$ cat src/rtl/dbus_arbiter_pkg.sv
// Shared data-bus request/response types and arbiter state encoding.
package dbus_arbiter_pkg;

    typedef struct packed {
        logic        valid;
        logic [63:0] addr;
        logic [2:0]  size;
        logic [7:0]  strobe;
        logic [63:0] data;
    } dbus_req_t;

    typedef struct packed {
        logic        addr_ok;
        logic        data_ok;
        logic [63:0] data;
    } dbus_resp_t;

    typedef logic [0:0] dbarb_state_t;

    localparam dbarb_state_t DBARB_IDLE = 1'b0;
    localparam dbarb_state_t DBARB_BUSY = 1'b1;

endpackage

$ cat src/rtl/dbus_arbiter_rr_pick.sv
// Combinational round-robin picker: first valid index scanning circularly from i_last+1.
module dbus_arbiter_rr_pick #(
    parameter int NREQ  = 2,
    parameter int IDX_W = $clog2(NREQ)
) (
    input  logic [NREQ-1:0]  i_valid,
    input  logic [IDX_W-1:0] i_last,
    output logic             o_any,
    output logic [IDX_W-1:0] o_idx
);

    logic [IDX_W-1:0] w_cand;

    // Walk from the farthest candidate back to last+1 so the nearest valid one wins.
    always_comb begin
        o_any  = |i_valid;
        o_idx  = '0;
        w_cand = '0;
        for (int k = NREQ; k >= 1; k--) begin
            w_cand = IDX_W'((int'(i_last) + k) % NREQ);
            if (i_valid[w_cand]) begin
                o_idx = w_cand;
            end
        end
    end

endmodule

$ cat src/rtl/dbus_arbiter.sv
// Round-robin arbiter sharing one data-bus port among NREQ requesters.
//   state | meaning
//   IDLE  | no owner; oreq/iresps zero; arbitrate among valid requests
//   BUSY  | r_req_q drives oreq; oresp routed to the granted requester only
module dbus_arbiter
    import dbus_arbiter_pkg::*;
#(
    parameter int NREQ  = 2,
    parameter int IDX_W = $clog2(NREQ)
) (
    input  logic             clk,
    input  logic             reset,
    input  dbus_req_t        ireqs  [NREQ],
    output dbus_resp_t       iresps [NREQ],
    output dbus_req_t        oreq,
    input  dbus_resp_t       oresp,
    output logic             busy,
    output logic [IDX_W-1:0] grant_idx
);

    dbarb_state_t     r_state;
    dbus_req_t        r_req_q;
    logic [IDX_W-1:0] r_grant_idx;
    logic [IDX_W-1:0] r_last;

    logic [NREQ-1:0]  w_valid;
    logic             w_any;
    logic [IDX_W-1:0] w_pick;

    always_comb begin
        w_valid = '0;
        for (int i = 0; i < NREQ; i++) begin
            w_valid[i] = ireqs[i].valid;
        end
    end

    dbus_arbiter_rr_pick #(
        .NREQ  (NREQ),
        .IDX_W (IDX_W)
    ) u_rr_pick (
        .i_valid (w_valid),
        .i_last  (r_last),
        .o_any   (w_any),
        .o_idx   (w_pick)
    );

    // last starts at NREQ-1 so requester 0 wins the first arbitration.
    always_ff @(posedge clk) begin
        if (!reset) begin
            r_state     <= DBARB_IDLE;
            r_req_q     <= '0;
            r_grant_idx <= '0;
            r_last      <= IDX_W'(NREQ - 1);
        end else begin
            case (r_state)
                DBARB_IDLE: begin
                    if (w_any) begin
                        r_req_q     <= ireqs[w_pick];
                        r_grant_idx <= w_pick;
                        r_state     <= DBARB_BUSY;
                    end
                end
                DBARB_BUSY: begin
                    if (oresp.data_ok) begin
                        r_last  <= r_grant_idx;
                        r_state <= DBARB_IDLE;
                    end
                end
                default: r_state <= DBARB_IDLE;
            endcase
        end
    end

    always_comb begin
        oreq = '0;
        if (r_state == DBARB_BUSY) begin
            oreq       = r_req_q;
            oreq.valid = 1'b1;
        end
    end

    // Only the owner sees oresp; a stray response while IDLE goes nowhere.
    always_comb begin
        for (int j = 0; j < NREQ; j++) begin
            iresps[j] = '0;
            if ((r_state == DBARB_BUSY) && (r_grant_idx == IDX_W'(j))) begin
                iresps[j] = oresp;
            end
        end
    end

    assign busy      = (r_state == DBARB_BUSY);
    assign grant_idx = r_grant_idx;

endmodule

$ cat config.mk
export PLATFORM = sky130hd
export DESIGN_NAME = dbus_arbiter
export DESIGN_NICKNAME = d
export VERILOG_FILES = /design/src/rtl/dbus_arbiter_pkg.sv /design/src/rtl/dbus_arbiter_rr_pick.sv /design/src/rtl/dbus_arbiter.sv
export SDC_FILE = /design/constraint.sdc
export NUM_CORES = 1
export LEC_CHECK = 0
export ABC_AREA = 1
export BUFFER_PORTS_ARGS = -buffer_cell sky130_fd_sc_hd__buf_2
export CORE_AREA = 5 5 240 242
export CTS_BUF_LIST = sky130_fd_sc_hd__clkbuf_2 sky130_fd_sc_hd__clkbuf_4 sky130_fd_sc_hd__clkbuf_8
export DETAILED_ROUTE_END_ITERATION = 16
export DIE_AREA = 0 0 245 247
export PLACE_DENSITY_LB_ADDON = 0.3
export SYNTH_ARGS = -nofsm -noshare
export SYNTH_HDL_FRONTEND = slang
export SYNTH_SLANG_ARGS = --single-unit
$ cat constraint.sdc
create_clock -name clk -period 1.62 [get_ports clk]
set_clock_uncertainty 0.2 [all_clocks]
set_input_delay 0.162 -clock clk [delete_from_list [all_inputs] [get_ports clk]]
set_output_delay 0.162 -clock clk [all_outputs]
set_load 0.01 [all_outputs]
==> impl_metrics.csv <==
group,metric,value,unit
power_and_ir_drop,power.share.clock,26.2,%
global_route,grt_pass1_vias,12800,
clock_tree,clock_latency,0.55,ns
clock_tree,cts_root_buffer,"clkbuf_8",
synthesis,yosys.area.top_type,"dfxtp_1",
routing,vias_per_cell,3.98,
routing,drt_first_pass_iters,4,
power_and_ir_drop,finalPower,11.7,mW
timing,rsz0062_at_grt,"true",
clock_tree,cts_tree,"built",
worst_hold_path,min_to,"r_req_q[32]",
global_route,grt_max_degree,60,
timing,layout_min_cycle_time,2.16,ns
power_and_ir_drop,cellInternalPower,7.45,mW
timing,slew_viol_final,0,
clock_tree,h-tree-depth,4,
critical_path,path_class,"reg2out",
synthesis,ys.flop_type,"dfxtp_1",
critical_path,critPathMaxStageDelay,0.41,ns
die,die_area,60500,um2
finish,fillers,5834,
synthesis,ys_async_sr_fraction,0,%
critical_path,arrival,1.80,ns
critical_path,worstSetupEndpointType,"primary output",
die,die_h,247,um
clock_tree,clock_path_buffers,2,
die,initial_core_util,16.6,%
power_and_ir_drop,power_switching,4.23,mW
run_status,violations,"setup timing",
critical_path,crit_family,"simple AND/OR/NAND/NOR gates",
timing,fin_ws,-0.538,ns
finish,layout-drive-gt1-share,34.2,%
synthesis,syn_area_per_cell,5.31,um2
timing,worst_pin_slew,0.409,ns
critical_path,reg2reg_slack,-0.23,ns
synthesis,yosysWarningCount,0,
placement,gp_congestion,0.909,
worst_hold_path,worstHoldPathCells,6,
finish,multi_input_area,5000,um2
routing,drtIter0Drc,438,
finish,fin_nets,2997,
critical_path,cpMaxStageDelayCell,"dfxtp_4",
global_route,grt_pass1_wl,74300,um
critical_path,required,1.26,ns
synthesis,synth_edf_count,0,
timing,hold_viol_final,0,
finish,regArea,2850,um2
global_route,antenna_found_initial,24,
placement,dp_slack,0.0174,ns
clock_tree,path_clk_slew,0.11,ns
finish,area_delta_synth_final,106,%
power_and_ir_drop,power_frac_seq,34.7,%
worst_hold_path,hold_path_startpoint,"ireqs[172]",
global_route,grt_util_all_layers,16.2,%
placement,hpwl,39200,um
power_and_ir_drop,power_density,626,nW/um2
routing,finalWirelength,56200,um
synthesis,synth.most_common_cell,"nor2_1",
routing,ant_nets,0,
power_and_ir_drop,switching_share,36.2,%
critical_path,reg2reg_to,"r_req_q[86]",
power_and_ir_drop,power_frac_comb,39.1,%
critical_path,path_max_fanout,8,
synthesis,synth_cell_types,17,
timing,relSlewSlack,72.7,%
power_and_ir_drop,p_leak,11.2,nW
synthesis,syn_inst,1713,
critical_path,r2r_start,"busy",
synthesis,synth.area.top_cells,"dfxtp_1, nor2_1, nand2_1",
global_route,grt_overflow_total,0,
critical_path,reg2reg_depth,9,
timing,setup_violations,412,
routing,route.detailed.drc,0,
clock_tree,cts_inserted_buffers,17,
synthesis,synth_top_cell_area_share,31.3,%
synthesis,ys_seq_elements,142,
routing,routedWlPerCell,16.6,um
timing,fin_hold_ws,0.232,ns
critical_path,crit_chain,"inv_4, or2_4, buf_16, nor2_1, buf_2",
synthesis,syn-num-nets,2061,
die,fp.dieW,245,um
power_and_ir_drop,irDropWorstVdd,0.397,mV
critical_path,cp_num_buf_inv,3,
die,core,54900,um2
timing,post-route-period-util,133,%
timing,max_freq,0.463,GHz
synthesis,yosys-top-cells-count,"nor2_1, nand2_1, inv_1",
die,rows,86,
critical_path,start_kind,"flip-flop",
placement,numPortBuffers,621,
routing,dr_total_vias,13500,
clock_tree,cts_sinks,142,
run_status,status,"finished, violations left",
synthesis,yosysSeqAreaShare,31.3,%
flow_run,maxCapViolations,0,
worst_hold_path,hold_path_class,"in2reg",
synthesis,synth.cell_area,9090,um2
die,ios,622,
-- layer usage --
metal / routed length [um] / track usage, % / share of wire (%)
met3: 3140 / 3.46 / 5.6
met4: 3720 / 10.9 / 6.6
met2: 28400 / 29.2 / 50
met1: 21000 / 16.8 / 37
met5: 0 / 0 / 0
-- timing repair --
action	in CTS	in global routing
buffers inserted	2	15
setup endpoints to repair	273	405
pin swaps	1	29
resized for setup	16	308
gates cloned	2	24
endpoints found under the hold margin	142	2
hold buffers	282	1
-- layout by cell type, fill, tap and decap left out, types with 2 or more instances in the layout --
cell	Yosys	layout
nor2_1	550	490
buf_2	58	529
dfxtp_4	0	2
nand2_4	0	25
diode_2	0	16
or2_4	0	2
inv_4	0	3
buf_12	0	30
buf_6	0	88
o21ai_1	28	28
dlygate4sd3_1	0	283
buf_4	18	67
buf_16	0	5
clkinvlp_4	0	2
nand2_8	0	2
nand2_1	421	389
clkbuf_4	0	2
clkinv_4	0	2
o21ai_0	112	112
clkbuf_16	0	20
inv_2	1	38
dfxtp_1	142	140
nor2_4	1	40
inv_6	0	6
clkbuf_8	0	18
a21oi_1	3	3
nand2_2	1	6
inv_1	345	305
nor2_2	0	21
-- per-stage QoR --
stage                     cell area [um2]  std cells  setup TNS, ns  utilization [%]
after floorplan                      9120       1713              0                -
after global placement              13500       3009              0             24.6
after detailed placement            13500       3009              0             24.6
after CTS                           16800       3327        -139.40             30.7
after global routing                18700       3379        -171.30             34.0
final                               18700       3382        -127.47             34.0
-- tightest hold or removal path: stages --
cell           delay (ns)
dlygate4sd3_1        0.51
buf_2                0.09
nand2_1              0.04
nand2_1              0.05
nor2_1               0.03
nor2_1               0.07
-- cell type report --
type,count,area share [%]
clock inverter,12,0.677
tap,704,4.72
timing repair buffer,1022,44.0
clock buffer,20,1.41
multi-input combinational,1120,26.8
antenna,16,0.214
inverter,346,6.99
sequential,142,15.3
-- worst max path at each step --
stage | slack [ns] | start | cells after the start | end
after floorplan | 0.02 | busy | 6 | iresps[100]
after global placement | 0.01 | ireqs[279] | 9 | r_req_q[67]
after detailed placement | 0.02 | ireqs[279] | 9 | r_req_q[67]
after CTS | -0.60 | busy | 5 | iresps[92]
after global routing | -0.63 | busy | 5 | iresps[112]
final | -0.54 | busy | 5 | iresps[123]
-- registers in the layout, summed over array words and instances, names as in the netlist --
register and cells:
busy 1, grant_idx 1, r_req_q 139, r_last 1
-- power by group through the flow --
stage	Sequential [mW]	Clock (mW)	Combinational, mW
floorplan	4.05	0	1.68
global placement	4.10	0	3.18
detailed placement	4.09	0	3.18
CTS	4.02	3.27	3.80
global route	4.10	3.40	4.99
finish	4.06	3.06	4.57
-- kinds of logic after synthesis --
logic type      share of synthesized area [%]
simple gates                             40.6
buf+inv                                  20.2
compound gates                           7.87
flops                                    31.3
Power figures use the tool's default switching activity.
